`config.mk`:
```
export PLATFORM = sky130hd
export DESIGN_NAME = batch_streamer_flat
export DESIGN_NICKNAME = d
export VERILOG_FILES = /design/src/rtl/batch_streamer_if.sv /design/src/rtl/batch_streamer.sv /design/src/flat_wrapper.sv
export SDC_FILE = /design/constraint.sdc
export NUM_CORES = 1
export LEC_CHECK = 0
export BUFFER_PORTS_ARGS = -buffer_cell sky130_fd_sc_hd__buf_4
export CORE_AREA = 2 2 106 108
export CTS_CLUSTER_SIZE = 12
export DETAILED_ROUTE_END_ITERATION = 10
export DIE_AREA = 0 0 108 110
export HOLD_SLACK_MARGIN = 0.15
export PLACE_DENSITY_LB_ADDON = 0.08
export SYNTH_ARGS = -nofsm -noshare
export SYNTH_HDL_FRONTEND = slang
export SYNTH_SLANG_ARGS = --single-unit
```
`constraint.sdc`:
```
create_clock -name clk -period 3 [get_ports clk]
set_clock_uncertainty 0.2 [all_clocks]
set_input_delay 0 -clock clk [delete_from_list [all_inputs] [get_ports clk]]
set_output_delay 0 -clock clk [all_outputs]
set_load 0.01 [all_outputs]
```
`src/rtl/batch_streamer_if.sv`:
```
// batch_streamer_if
// Groups the streamer's request, consumer and sample-memory signals.
//   start      : one-cycle request to stream one batch
//   readEn     : consumer ready
//   readData   : current word (IEEE-754 single)
//   data_valid : readData holds an untransferred word
//   mem_rd     : sample-memory read strobe
//   mem_addr   : sample-memory read address (ADDR_W bits)
//   mem_data   : sample-memory read data, valid one cycle after mem_rd
//   busy       : batch in progress
//   done       : one-cycle pulse after the last word transfers
//   checksum   : running 32-bit word sum (0 when the checksum build is off)
// master = streamer side, slave = requester/consumer/memory side.
interface batch_streamer_if #(
  parameter int ADDR_W = 17
) ();
  logic              start;
  logic              readEn;
  logic [31:0]       readData;
  logic              data_valid;
  logic              mem_rd;
  logic [ADDR_W-1:0] mem_addr;
  logic [31:0]       mem_data;
  logic              busy;
  logic              done;
  logic [31:0]       checksum;

  modport master (
    input  start, readEn, mem_data,
    output readData, data_valid, mem_rd, mem_addr, busy, done, checksum
  );

  modport slave (
    output start, readEn, mem_data,
    input  readData, data_valid, mem_rd, mem_addr, busy, done, checksum
  );
endinterface

```
`src/rtl/batch_streamer.sv`:
```
// batch_streamer
// Streams one training batch from a sample memory: first the M x N feature
// matrix X (address i*N+j), then the M x K label matrix y (address
// Y_BASE+i*K+k), both row-major, through a 2-entry output FIFO to a consumer.
// Ports:
//   clk  : single clock (also the consumer's read clock)
//   rst  : synchronous active-high reset
//   bus  : batch_streamer_if.master (start/readEn/readData/data_valid,
//          mem_rd/mem_addr/mem_data, busy/done/checksum)
// Optional feature: define STREAMER_CHECKSUM_EN to build the running checksum
// (cleared on an accepted start, adds every transferred word modulo 2^32).
// Without the macro checksum is tied to 0 and no adder exists.
module batch_streamer #(
  parameter int M      = 100,
  parameter int N      = 784,
  parameter int K      = 10,
  parameter int ADDR_W = 17,
  parameter int Y_BASE = M * N
) (
  input  logic             clk,
  input  logic             rst,
  batch_streamer_if.master bus
);

  localparam int CMAX  = (N > K) ? N : K;
  localparam int ROW_W = $clog2(M + 1);
  localparam int COL_W = $clog2(CMAX + 1);

  localparam logic [ROW_W-1:0]  ROW_LAST   = ROW_W'(M - 1);
  localparam logic [COL_W-1:0]  COL_LAST_X = COL_W'(N - 1);
  localparam logic [COL_W-1:0]  COL_LAST_Y = COL_W'(K - 1);
  localparam logic [ADDR_W-1:0] Y_ADDR     = ADDR_W'(Y_BASE);

  typedef enum logic [1:0] {
    IDLE    = 2'd0,
    X_PHASE = 2'd1,
    Y_PHASE = 2'd2,
    DRAIN   = 2'd3
  } state_e;

  state_e            state_q, state_d;
  logic [ROW_W-1:0]  row_q, row_d;
  logic [COL_W-1:0]  col_q, col_d;
  logic [ADDR_W-1:0] addr_q, addr_d;
  logic              busy_q, busy_d;
  logic              done_q, done_d;
  logic              pend_q, pend_d;   // read issued last cycle; data on mem_data now
  logic [31:0]       ent0_q, ent0_d;   // FIFO head, drives readData
  logic [31:0]       ent1_q, ent1_d;
  logic              v0_q, v0_d;
  logic              v1_q, v1_d;

  logic              pop_s;
  logic              accept_s;
  logic              issue_s;
  logic              last_col_s;
  logic              last_row_s;
  logic [2:0]        fill_s;

  assign pop_s    = v0_q & bus.readEn;
  // A start on the cycle done pulses is dropped, so done_q gates acceptance.
  assign accept_s = (state_q == IDLE) & bus.start & ~done_q;

  // Slots committed once this cycle's pop and the pending return settle.
  // Counting the pop is what lets a read issue every cycle while streaming.
  assign fill_s  = {2'b00, v0_q} + {2'b00, v1_q} + {2'b00, pend_q} - {2'b00, pop_s};
  assign issue_s = ((state_q == X_PHASE) || (state_q == Y_PHASE)) && (fill_s < 3'd2);

  assign last_col_s = (state_q == Y_PHASE) ? (col_q == COL_LAST_Y) : (col_q == COL_LAST_X);
  assign last_row_s = (row_q == ROW_LAST);

  // Sequencer next state: phase, row/column counters, address, busy/done.
  always_comb begin
    state_d = state_q;
    row_d   = row_q;
    col_d   = col_q;
    addr_d  = addr_q;
    busy_d  = busy_q;
    done_d  = 1'b0;
    case (state_q)
      IDLE: begin
        if (accept_s) begin
          state_d = X_PHASE;
          row_d   = '0;
          col_d   = '0;
          addr_d  = '0;
          busy_d  = 1'b1;
        end else begin
          state_d = IDLE;
        end
      end
      X_PHASE, Y_PHASE: begin
        if (issue_s) begin
          // Row-major layout makes the address a plain increment.
          addr_d = addr_q + ADDR_W'(1);
          if (last_col_s) begin
            col_d = '0;
            if (last_row_s) begin
              row_d = '0;
              if (state_q == X_PHASE) begin
                state_d = Y_PHASE;
                addr_d  = Y_ADDR;
              end else begin
                state_d = DRAIN;
              end
            end else begin
              row_d = row_q + ROW_W'(1);
            end
          end else begin
            col_d = col_q + COL_W'(1);
          end
        end else begin
          state_d = state_q;
        end
      end
      DRAIN: begin
        // Finish once nothing is pending and the last word leaves this edge.
        if (!pend_q && !v1_q && (!v0_q || pop_s)) begin
          state_d = IDLE;
          busy_d  = 1'b0;
          done_d  = 1'b1;
        end else begin
          state_d = DRAIN;
        end
      end
      default: begin
        state_d = IDLE;
      end
    endcase
  end

  // FIFO next state: pop shifts the tail to the head, then the return lands
  // in the first free slot (second slot when the consumer is stalled).
  always_comb begin
    ent0_d = ent0_q;
    ent1_d = ent1_q;
    v0_d   = v0_q;
    v1_d   = v1_q;
    pend_d = issue_s;
    if (pop_s) begin
      ent0_d = ent1_q;
      v0_d   = v1_q;
      v1_d   = 1'b0;
    end else begin
      ent0_d = ent0_q;
    end
    if (pend_q) begin
      if (!v0_d) begin
        ent0_d = bus.mem_data;
        v0_d   = 1'b1;
      end else begin
        ent1_d = bus.mem_data;
        v1_d   = 1'b1;
      end
    end else begin
      ent1_d = ent1_d;
    end
  end

  // State registers; reset also drops any return still in flight.
  always_ff @(posedge clk) begin
    if (rst) begin
      state_q <= IDLE;
      row_q   <= '0;
      col_q   <= '0;
      addr_q  <= '0;
      busy_q  <= 1'b0;
      done_q  <= 1'b0;
      pend_q  <= 1'b0;
      ent0_q  <= 32'd0;
      ent1_q  <= 32'd0;
      v0_q    <= 1'b0;
      v1_q    <= 1'b0;
    end else begin
      state_q <= state_d;
      row_q   <= row_d;
      col_q   <= col_d;
      addr_q  <= addr_d;
      busy_q  <= busy_d;
      done_q  <= done_d;
      pend_q  <= pend_d;
      ent0_q  <= ent0_d;
      ent1_q  <= ent1_d;
      v0_q    <= v0_d;
      v1_q    <= v1_d;
    end
  end

`ifdef STREAMER_CHECKSUM_EN
  logic [31:0] cks_q, cks_d;

  // Checksum next value: clear on accepted start, accumulate each transfer.
  always_comb begin
    cks_d = cks_q;
    if (accept_s) begin
      cks_d = 32'd0;
    end else if (pop_s) begin
      cks_d = cks_q + ent0_q;
    end else begin
      cks_d = cks_q;
    end
  end

  // Checksum register.
  always_ff @(posedge clk) begin
    if (rst) begin
      cks_q <= 32'd0;
    end else begin
      cks_q <= cks_d;
    end
  end

  assign bus.checksum = cks_q;
`else
  assign bus.checksum = 32'd0;
`endif

  // mem_rd must follow the same-cycle pop to keep one word per cycle, so it
  // is the only output not taken straight from a flop.
  assign bus.mem_rd     = issue_s;
  assign bus.mem_addr   = addr_q;
  assign bus.readData   = ent0_q;
  assign bus.data_valid = v0_q;
  assign bus.busy       = busy_q;
  assign bus.done       = done_q;

endmodule
```
`src/flat_wrapper.sv`:
```
// flat-port wrapper written by rule: the top's interface ports become plain ports
module batch_streamer_flat 
#(
  parameter int M      = 100,
  parameter int N      = 784,
  parameter int K      = 10,
  parameter int ADDR_W = 17,
  parameter int Y_BASE = M * N
)
  (clk, rst, bus_start, bus_readEn, bus_mem_data, bus_readData, bus_data_valid, bus_mem_rd, bus_mem_addr, bus_busy, bus_done, bus_checksum);
  batch_streamer_if #(.ADDR_W(ADDR_W)) bus_i ();
  input  logic clk;
  input  logic rst;
  input wire logic [$bits(bus_i.start)-1:0] bus_start;
  input wire logic [$bits(bus_i.readEn)-1:0] bus_readEn;
  input wire logic [$bits(bus_i.mem_data)-1:0] bus_mem_data;
  output wire logic [$bits(bus_i.readData)-1:0] bus_readData;
  output wire logic [$bits(bus_i.data_valid)-1:0] bus_data_valid;
  output wire logic [$bits(bus_i.mem_rd)-1:0] bus_mem_rd;
  output wire logic [$bits(bus_i.mem_addr)-1:0] bus_mem_addr;
  output wire logic [$bits(bus_i.busy)-1:0] bus_busy;
  output wire logic [$bits(bus_i.done)-1:0] bus_done;
  output wire logic [$bits(bus_i.checksum)-1:0] bus_checksum;
  assign bus_i.start = bus_start;
  assign bus_i.readEn = bus_readEn;
  assign bus_i.mem_data = bus_mem_data;
  assign bus_readData = bus_i.readData;
  assign bus_data_valid = bus_i.data_valid;
  assign bus_mem_rd = bus_i.mem_rd;
  assign bus_mem_addr = bus_i.mem_addr;
  assign bus_busy = bus_i.busy;
  assign bus_done = bus_i.done;
  assign bus_checksum = bus_i.checksum;
  batch_streamer #(.M(M), .N(N), .K(K), .ADDR_W(ADDR_W), .Y_BASE(Y_BASE)) u_core (.clk(clk), .rst(rst), .bus(bus_i));
endmodule
```
Yosys cells after proc, flatten, opt, wreduce, memory -nomap -nowiden

Cells that the tools add are included.

$add $sub $neg: 6
Multiply operators: 0
Div/mod/pow operators: 0
Order comparisons: 1
Eq/ne operators: 11
Shift-type cells: 0
Multiplexer cells: 35
Bitwise logic cells: 5
Reduce and logical (&&, ||, !) cells: 18

Operators by type and width:

| cell                  | count |
|---|---|
| $mux 32               | 3 |
| $mux 17               | 5 |
| $pmux 17 s2           | 1 |
| $mux 10               | 3 |
| $mux 7                | 4 |
| $pmux 10 s2           | 1 |
| $add 17x1->17 const B | 1 |
| $pmux 7 s2            | 1 |
| $mux 1                | 11 |
| $add 10x1->10 const B | 1 |
| $eq 10x10->1 const B  | 1 |
| $eq 10x4->1 const B   | 1 |
| $reduce_and 3->1      | 3 |
| $mux 2                | 4 |
| $ne 2x1->1 const B    | 4 |
| $add 7x1->7 const B   | 1 |
| $eq 7x7->1 const B    | 1 |
| $pmux 2 s3            | 1 |
| $eq 2x2->1 const B    | 2 |
| $reduce_and 4->1      | 1 |
| $reduce_bool 2->1     | 2 |
| $reduce_or 2->1       | 2 |
| $add 3x1->3           | 1 |
| $and 1x1->1           | 3 |
| 12 further kinds      | 18 |

Register bits after elaboration: 105
Latch bits: 0
RAM bits: 0
Memory bits (read-only): 0
Bits of input ports: 36
Output and inout bits: 85
Logic and storage cells: 87
Memories kept: 0

Depth between registers and ports, before layout

Gate-level depths: netlist of the first run.

Word-level depth: 7
Mapped depth: 13
Gate-level depth less buffers: 9

Worst setup path before layout of the first run

Ideal clock, no wire load.

Path kind: register to register
From: register u_core.v0_q (netlist: u_core.bus.data_valid)
To: register u_core.addr_q[14] (netlist: u_core.bus.mem_addr[14])
Setup time: 0.074 ns
Arrival time: 2.985 ns
Data required time: 2.726 ns
Setup slack: -0.259 ns
Cell stages (with the launch flop): 12
Buffers on the path: 3
Clock period less this slack: 3.259 ns
Path through: dfxtp_1 -> clkbuf_1 -> nand2_1 -> clkbuf_1 -> nor2_1 -> o21ai_0 -> fa_1 -> xnor2_2 -> o2111ai_1 -> clkbuf_1 -> or4_1 -> a31oi_1

Cells in the longest elaborated chain, start to end: 7
Elaborated cells between the ends (all ways): 8
Those cells by class: add/sub: 3; order compare: 1; eq/ne: 1; bitwise: 1; reduce/logical: 2

RTL lines:

| element                      | line                  | source |
|---|---|---|
| start: declaration           | batch_streamer.sv:50  | `logic v0_q, v0_d;` |
| start signal: assignment     | batch_streamer.sv:184 | `v0_q <= v0_d;` |
| $add 1x1->2                  | batch_streamer.sv:66  | `assign fill_s = {2'b00, v0_q} + {2'b00, v1_q} + {2'b00, pend_q} - {2'b00, pop_s};` |
| $add 3x1->3                  | batch_streamer.sv:66  |  |
| $sub 3x1->3 *                | batch_streamer.sv:66  |  |
| $lt 3x2->1 *                 | batch_streamer.sv:67  | `assign issue_s = ((state_q == X_PHASE) \|\| (state_q == Y_PHASE)) && (fill_s < 3'd2);` |
| $logic_and 1x1->1 *          | batch_streamer.sv:67  |  |
| $ne 2x2->1 (no line) *       | n/a                   |  |
| $reduce_and 3->1 (no line) * | n/a                   |  |
| end signal: assignment       | batch_streamer.sv:178 | `addr_q <= addr_d;` |
| end: declaration             | batch_streamer.sv:44  | `logic [ADDR_W-1:0] addr_q, addr_d;` |

Mark *: on every way between the ends. The rest lies on a longest branch, timed or not.
A chain may end at the register's enable or synchronous reset.

Worst setup path in the final report of the first run

From: register u_core.v0_q (netlist: u_core.bus.data_valid)
To: register u_core.row_q[4]

Cells in the longest elaborated chain, start to end: 7
Elaborated cells between the ends (all ways): 8
Those cells by class: add/sub: 3; order compare: 1; eq/ne: 1; bitwise: 1; reduce/logical: 2

RTL lines:

| element                      | line                  | source |
|---|---|---|
| $add 1x1->2                  | batch_streamer.sv:66  |  |
| $add 3x1->3                  | batch_streamer.sv:66  |  |
| $sub 3x1->3 *                | batch_streamer.sv:66  |  |
| $lt 3x2->1 *                 | batch_streamer.sv:67  |  |
| $logic_and 1x1->1 *          | batch_streamer.sv:67  |  |
| $ne 2x2->1 (no line) *       | n/a                   |  |
| $reduce_and 4->1 (no line) * | n/a                   |  |
| end signal: assignment       | batch_streamer.sv:176 | `row_q <= row_d;` |
| end: declaration             | batch_streamer.sv:42  | `logic [ROW_W-1:0] row_q, row_d;` |

Marks and branches as above.

==> results of run 1 <==
## routing by layer
layer	share of wire [%]	vias up
met3	6.1	8
met1	45	2337
met5	0	-
met4	0.78	0
met2	48	156
li1	-	2440
## stage by stage
| step | total power (W) | setup TNS, ps |
|---|---|---|
| after floorplan | 0.00169 | 0 |
| after global placement | 0.00179 | 0 |
| after detailed placement | 0.00180 | 0 |
| after CTS | 0.00265 | 0 |
| after global routing | 0.00276 | -39.4 |
| final | 0.00262 | 0 |
## layout by cell type, fill, tap and decap left out, types with 13 or more instances in the layout
cell / n
nand2_1: 129
buf_4: 104
dfxtp_1: 103
nor2_1: 55
a21oi_1: 53
nand3_1: 52
dlygate4sd3_1: 36
a311oi_1: 32
conb_1: 32
nand4_1: 15
o21ai_0: 13
## power groups by stage
stage | clock network [W] | registers [W] | logic [W]
2_1_floorplan | 0 | 0.00149 | 0.000201
3_3_place_gp | 0 | 0.00148 | 0.000312
3_5_place_dp | 0 | 0.00148 | 0.000315
4_1_cts | 0.000850 | 0.00145 | 0.000353
5_1_grt | 0.000915 | 0.00146 | 0.000393
6_report | 0.000817 | 0.00145 | 0.000357
## kinds of logic after synthesis
group / after synthesis
flops: 105
compound gates: 128
mux: 6
fa+ha+maj: 9
xor+xnor: 10
other cells: 1
simple gates: 305
buf+inv: 89
## flip-flops by register name, indices dropped and copies added, names as in the netlist
| name | flops |
|---|---|
| u_core.bus.mem_addr | 17 |
| u_core.bus.data_valid | 1 |
| u_core.ent1_q | 32 |
| u_core.bus.busy | 1 |
| u_core.row_q | 7 |
| u_core.col_q | 10 |
| u_core.bus.readData | 32 |
| u_core.v1_q | 1 |
| u_core.state_q | 2 |
| u_core.bus.done | 1 |
| u_core.pend_q | 1 |
## worst register-to-register path: cells and delay by family, from the launching register on
| family | cells | cell delay [ps] |
|---|---|---|
| DFF | 1 | 370 |
| xor gates and xnor gates | 1 | 220 |
| buffers and inverters | 1 | 560 |
| adders and majority gates | 2 | 680 |
| AOI/OAI and AO/OA | 1 | 70 |
| and+or+nand+nor | 3 | 510 |
| muxes | 1 | 180 |
## timing repair
| item | CTS | global route |
|---|---|---|
| endpoints found under the setup margin | 0 | 11 |
| hold buffers | 36 | 0 |
| gates resized for setup | 0 | 6 |
| hold endpoints to repair | 105 | 0 |
| buffers inserted | 0 | 2 |
## final timing paths
| kind | endpoint | slack [ps] | from | cells past startpoint |
|---|---|---|---|---|
| max | u_core.row_q[4] | 110 | u_core.bus.data_valid | 9 |
| min | u_core.ent1_q[0] | 210 | bus_mem_data[0] | 4 |
| max reg2reg | u_core.row_q[4] | 110 | u_core.bus.data_valid | 9 |
| min reg2reg | u_core.ent1_q[13] | 260 | u_core.ent1_q[13] | 2 |
## final cells by class
type	instances	area [um2]
flip-flops and latches	105	2110
multi-input cells	490	2690
clock buffers	10	138
fillers	993	4370
well taps	140	175
inverters	10	37.5
clock inverters	6	40.0
repair buffers	140	1140
==> run_results.csv, run 1 <==
group,metric,value,unit
pwr,combPwrFrac,13.6,%
die,placementRows,38,
final_layout,final_layout_size_suffix_gt1_share,18.3,%
detailed_routing,routed_wl,13100,um
die,die_width,108,um
yosys,synth_top_family_by_area,"simple AND/OR/NAND/NOR gates",
clocking,clk_transition_reported_paths,100,ps
sta,finalHoldViolations,0,
global_route,overflow,0,
yosys,async_flop_share,0,%
die,core-area,10700,um2
global_route,track_usage,22.4,%
detailed_routing,drt_iter0_markers,315,
placed_design,place_inst,847,
final_layout,stdcell_area,6330,um2
yosys,yosysTopAreaCell,"dfxtp_1",
sta,worst_slack,107,ps
detailed_routing,ant_nets,0,
yosys,mappedNetlistArea,5110,um2
placed_design,post-place-ws,183,ps
global_route,grt_max_degree,69,
yosys,synth_compound_area_share,16.3,%
yosys,synth.area.top_cells,"dfxtp_1 (41%), nand2_1 (9.5%), a311oi_1 (5.5%), a21oi_1 (5.2%), nand3_1 (5.1%)",
critical_path,path_buf_inv,1,
detailed_routing,wl_per_cell,14.6,um
sta,fin_crit_sh,96.4,%
global_route,grt_pass1_vias,4547,
die,die_height,110,um
placed_design,io_buffers,88,
sta,maxSlewHeadroom,51.5,%
die,die_area,11900,um2
pwr,powerDensity,415,nW/um2
critical_path,crit_chain,"ha_1, o21ai_2, fa_2, xnor2_2, and4bb_2, nand4_1, mux2i_1, nor2_1, dlygate4sd3_1",
clocking,clkLatencyLatePin,380,ps
final_layout,antenna_cells,0,
critical_path,arrival,2970,ps
final_layout,finalNonFillerCells,901,
global_route,use_met2,36.1,%
pwr,swShare,27.4,%
pwr,peakVddDrop,0.355,mV
sta,slew_violations,0,
die,initial_core_util,47.8,%
detailed_routing,drc,0,
clocking,htreeDepth,3,
placed_design,placed_area,5770,um2
sta,whs,210,ps
clocking,cts_buffer_depth,2,
pwr,p_leak,2.39,nW
pwr,p_clk_share,31.1,%
critical_path,path_max_fanout,5,
pwr,p_int,0.00190,W
yosys,muxShareOfSynthArea,1.44,%
yosys,yosysUniqueCellTypes,56,
detailed_routing,viasPerCell,5.48,
critical_path,cp_top_family,"adder cells",
critical_path,critPathLaunchType,"flop",
sta,fmax,346,MHz
global_route,globalRouteMet3Util,6.29,%
yosys,synth_commonest_cells,"nand2_1 (130), dfxtp_1 (105), nor2_1 (57), a21oi_1 (53), nand3_1 (52)",
pwr,p_sw,0.000720,W
clocking,cts-buffers-inserted,9,
detailed_routing,vias,4941,
sta,setup_violations,0,
final_layout,area_growth_syn_to_layout,23.8,%
clocking,tritoncts,"built",
detailed_routing,first_pass_iters,5,
clocking,clockRootBuffer,"clkbuf_8",
critical_path,crit_slowest_cell,"dlygate4sd3_1",
yosys,yosys.area_share.xor_xnor,1.86,%
hold_path,min_path_type,"primary input to flop",
global_route,grt_pass1_wl,21400,um
placed_design,hpwl,8630,um
yosys,ys.flop_type,"dfxtp_1",
yosys,synth_top_area_share,41.1,%
critical_path,endpoint_kind,"flop",
sta,period_needed,2890,ps
critical_path,max_stage_delay,560,ps
yosys,synth_fa_ha_area_share,2.35,%
outcome,status,"completed",
critical_path,path_class,"flop to flop",
final_layout,fin_util,59.2,%
global_route,antenna_found_initial,0,
yosys,synth-simple-area-share,27.9,%
yosys,synth_most_common_cell,"nand2_1",
clocking,cts_num_sinks,105,
critical_path,required,3080,ps
pwr,power_frac_seq,55.3,%
sta,worst_slew_pin_slew,725,ps
yosys,ys_ff_latch,105,
placed_design,gp_congestion,0.867,
yosys,syn_inst,653,
final_layout,nNetsFinal,801,
die,io_pins,121,
yosys,yosysSeqAreaShare,41.1,%
global_route,grt_busiest_layer,"met2",
global_route,met1_usage,29.7,%
yosys,synth_edf_count,0,
run,max_cap_viol_count,0,
yosys,ys_warn_count,0,
yosys,synth_area_per_cell,7.83,um2
Power figures use the tool's default switching activity.
==> run 2: changes to the inputs <==
--- a/config.mk
+++ b/config.mk
@@ -10,8 +10,9 @@
 export CTS_CLUSTER_SIZE = 12
 export DETAILED_ROUTE_END_ITERATION = 10
 export DIE_AREA = 0 0 108 110
+export GPL_TIMING_DRIVEN = 0
 export HOLD_SLACK_MARGIN = 0.15
-export PLACE_DENSITY_LB_ADDON = 0.08
+export PLACE_DENSITY = 0.74
 export SYNTH_ARGS = -nofsm -noshare
 export SYNTH_HDL_FRONTEND = slang
 export SYNTH_SLANG_ARGS = --single-unit
==> run_results.csv, run 2 (synthesis gave the netlist of run 1 again) <==
group,metric,value,unit
outcome,status,"completed",
die,die_area,11900,um2
sta,period_needed,2960,ps
detailed_routing,first_pass_iters,5,
hold_path,min_path_type,"primary input to flop",
final_layout,nNetsFinal,874,
placed_design,hpwl,9930,um
placed_design,io_buffers,86,
critical_path,path_buf_inv,4,
critical_path,path_class,"flop to flop",
clocking,clkLatencyLatePin,390,ps
die,die_height,110,um
global_route,overflow,0,
final_layout,area_growth_syn_to_layout,32.7,%
global_route,grt_max_degree,17,
pwr,p_int,0.00196,W
sta,slew_violations,0,
critical_path,crit_chain,"buf_8, buf_2, a21oi_2, o21ai_2, fa_2, inv_1, and4bb_2, buf_4, a31o_2, a211oi_1, a21o_1",
clocking,clk_transition_reported_paths,100,ps
die,initial_core_util,47.8,%
die,io_pins,121,
pwr,combPwrFrac,15.5,%
global_route,antenna_found_initial,0,
critical_path,endpoint_kind,"flop",
pwr,p_sw,0.000756,W
detailed_routing,drt_iter0_markers,447,
detailed_routing,viasPerCell,5.53,
pwr,swShare,27.8,%
final_layout,layout_common_cells,"nand2_1 (129), buf_4 (127), dfxtp_1 (104), nor2_1 (55), nand3_1 (52)",
final_layout,layout_commonest_cell,"nand2_1",
final_layout,antenna_cells,0,
critical_path,arrival,3100,ps
critical_path,max_stage_delay,520,ps
clocking,htreeDepth,3,
sta,fmax,338,MHz
pwr,power_frac_seq,53.4,%
die,placementRows,38,
clocking,cts-buffers-inserted,9,
final_layout,final_layout_size_suffix_gt1_share,20.6,%
detailed_routing,drc,0,
sta,setup_violations,0,
final_layout,stdcell_area,6790,um2
critical_path,cp_top_family,"compound AO/OA/AOI/OAI gates",
global_route,grt_pass1_wl,23500,um
sta,whs,141,ps
detailed_routing,ant_nets,0,
detailed_routing,wl_per_cell,15.4,um
placed_design,gp_congestion,0.854,
pwr,finalPower,0.00272,W
run,max_cap_viol_count,0,
placed_design,placed_area,6080,um2
clocking,cts_buffer_depth,2,
final_layout,fin_util,63.5,%
clocking,clockRootBuffer,"clkbuf_8",
pwr,peakVddDrop,0.246,mV
clocking,cts_num_sinks,105,
sta,fin_crit_sh,98.5,%
global_route,track_usage,24.8,%
die,die_width,108,um
die,core-area,10700,um2
global_route,grt_pass1_vias,5096,
pwr,p_leak,2.63,nW
placed_design,post-place-ws,-512,ps
pwr,powerDensity,401,nW/um2
pwr,p_clk_share,31.1,%
detailed_routing,vias,5385,
critical_path,crit_slowest_cell,"fa_2",
sta,worst_slew_pin_slew,604,ps
critical_path,path_max_fanout,10,
clocking,tritoncts,"built",
detailed_routing,routed_wl,15000,um
sta,finalHoldViolations,0,
critical_path,required,3140,ps
critical_path,critPathLaunchType,"flop",
sta,worst_slack,44.4,ps
sta,maxSlewHeadroom,59.7,%
==> run 2: final timing paths <==
check | slack [ps] | depth (start not counted) | from | end
setup / recovery | 40 | 11 | u_core.bus.data_valid | u_core.state_q[0]
hold / removal | 140 | 4 | bus_readEn | u_core.bus.readData[23]
setup reg to reg | 40 | 11 | u_core.bus.data_valid | u_core.state_q[0]
hold reg to reg | 270 | 2 | u_core.ent1_q[29] | u_core.ent1_q[29]
==> run 2: layout make-up <==
| cell class | instances | area [um2] |
|---|---|---|
| sequential | 105 | 2100 |
| fill | 926 | 3910 |
| tap | 140 | 175 |
| buffer | 78 | 454 |
| timing repair buffer | 135 | 1110 |
| clock buffer | 11 | 151 |
| clock inverter | 4 | 27.5 |
| multi-input combinational | 490 | 2730 |
| inverter | 10 | 37.5 |
==> run 2: layer usage <==
metal	track usage [%]	share of wire, %	vias up
li1	-	-	2587
met1	31.6	43	2552
met2	41.9	49	223
met3	4.59	6.5	23
met4	9.71	1.8	0
met5	0	0	-
==> run 2: tightest hold or removal path, stage by stage <==
cell	delay, ps
clkbuf_1	150
clkbuf_1	300
nand3_1	160
a311oi_1	80
==> run 2: power groups by stage <==
stage,logic (W),clock network [W],registers [W]
after detailed placement,0.000357,0,0.00148
after global placement,0.000350,0,0.00148
after global routing,0.000455,0.000906,0.00146
after CTS,0.000408,0.000847,0.00145
final,0.000421,0.000847,0.00145
after floorplan,0.000201,0,0.00149
==> run 2: repair_timing <==
item / 4_1_cts / 5_1_grt
pin swaps: 4 / 5
hold endpoints to repair: 88 / 0
setup buffers: 6 / 3
gates resized for setup: 12 / 7
hold buffers: 40 / 0
setup endpoints to repair: 37 / 29
==> run 2: stage by stage <==
stage,TNS [ps],instances
5_1_grt,-3.70,973
4_1_cts,0,970
2_1_floorplan,0,684
3_5_place_dp,-13210,910
6_report,0,973
3_3_place_gp,-10340,910
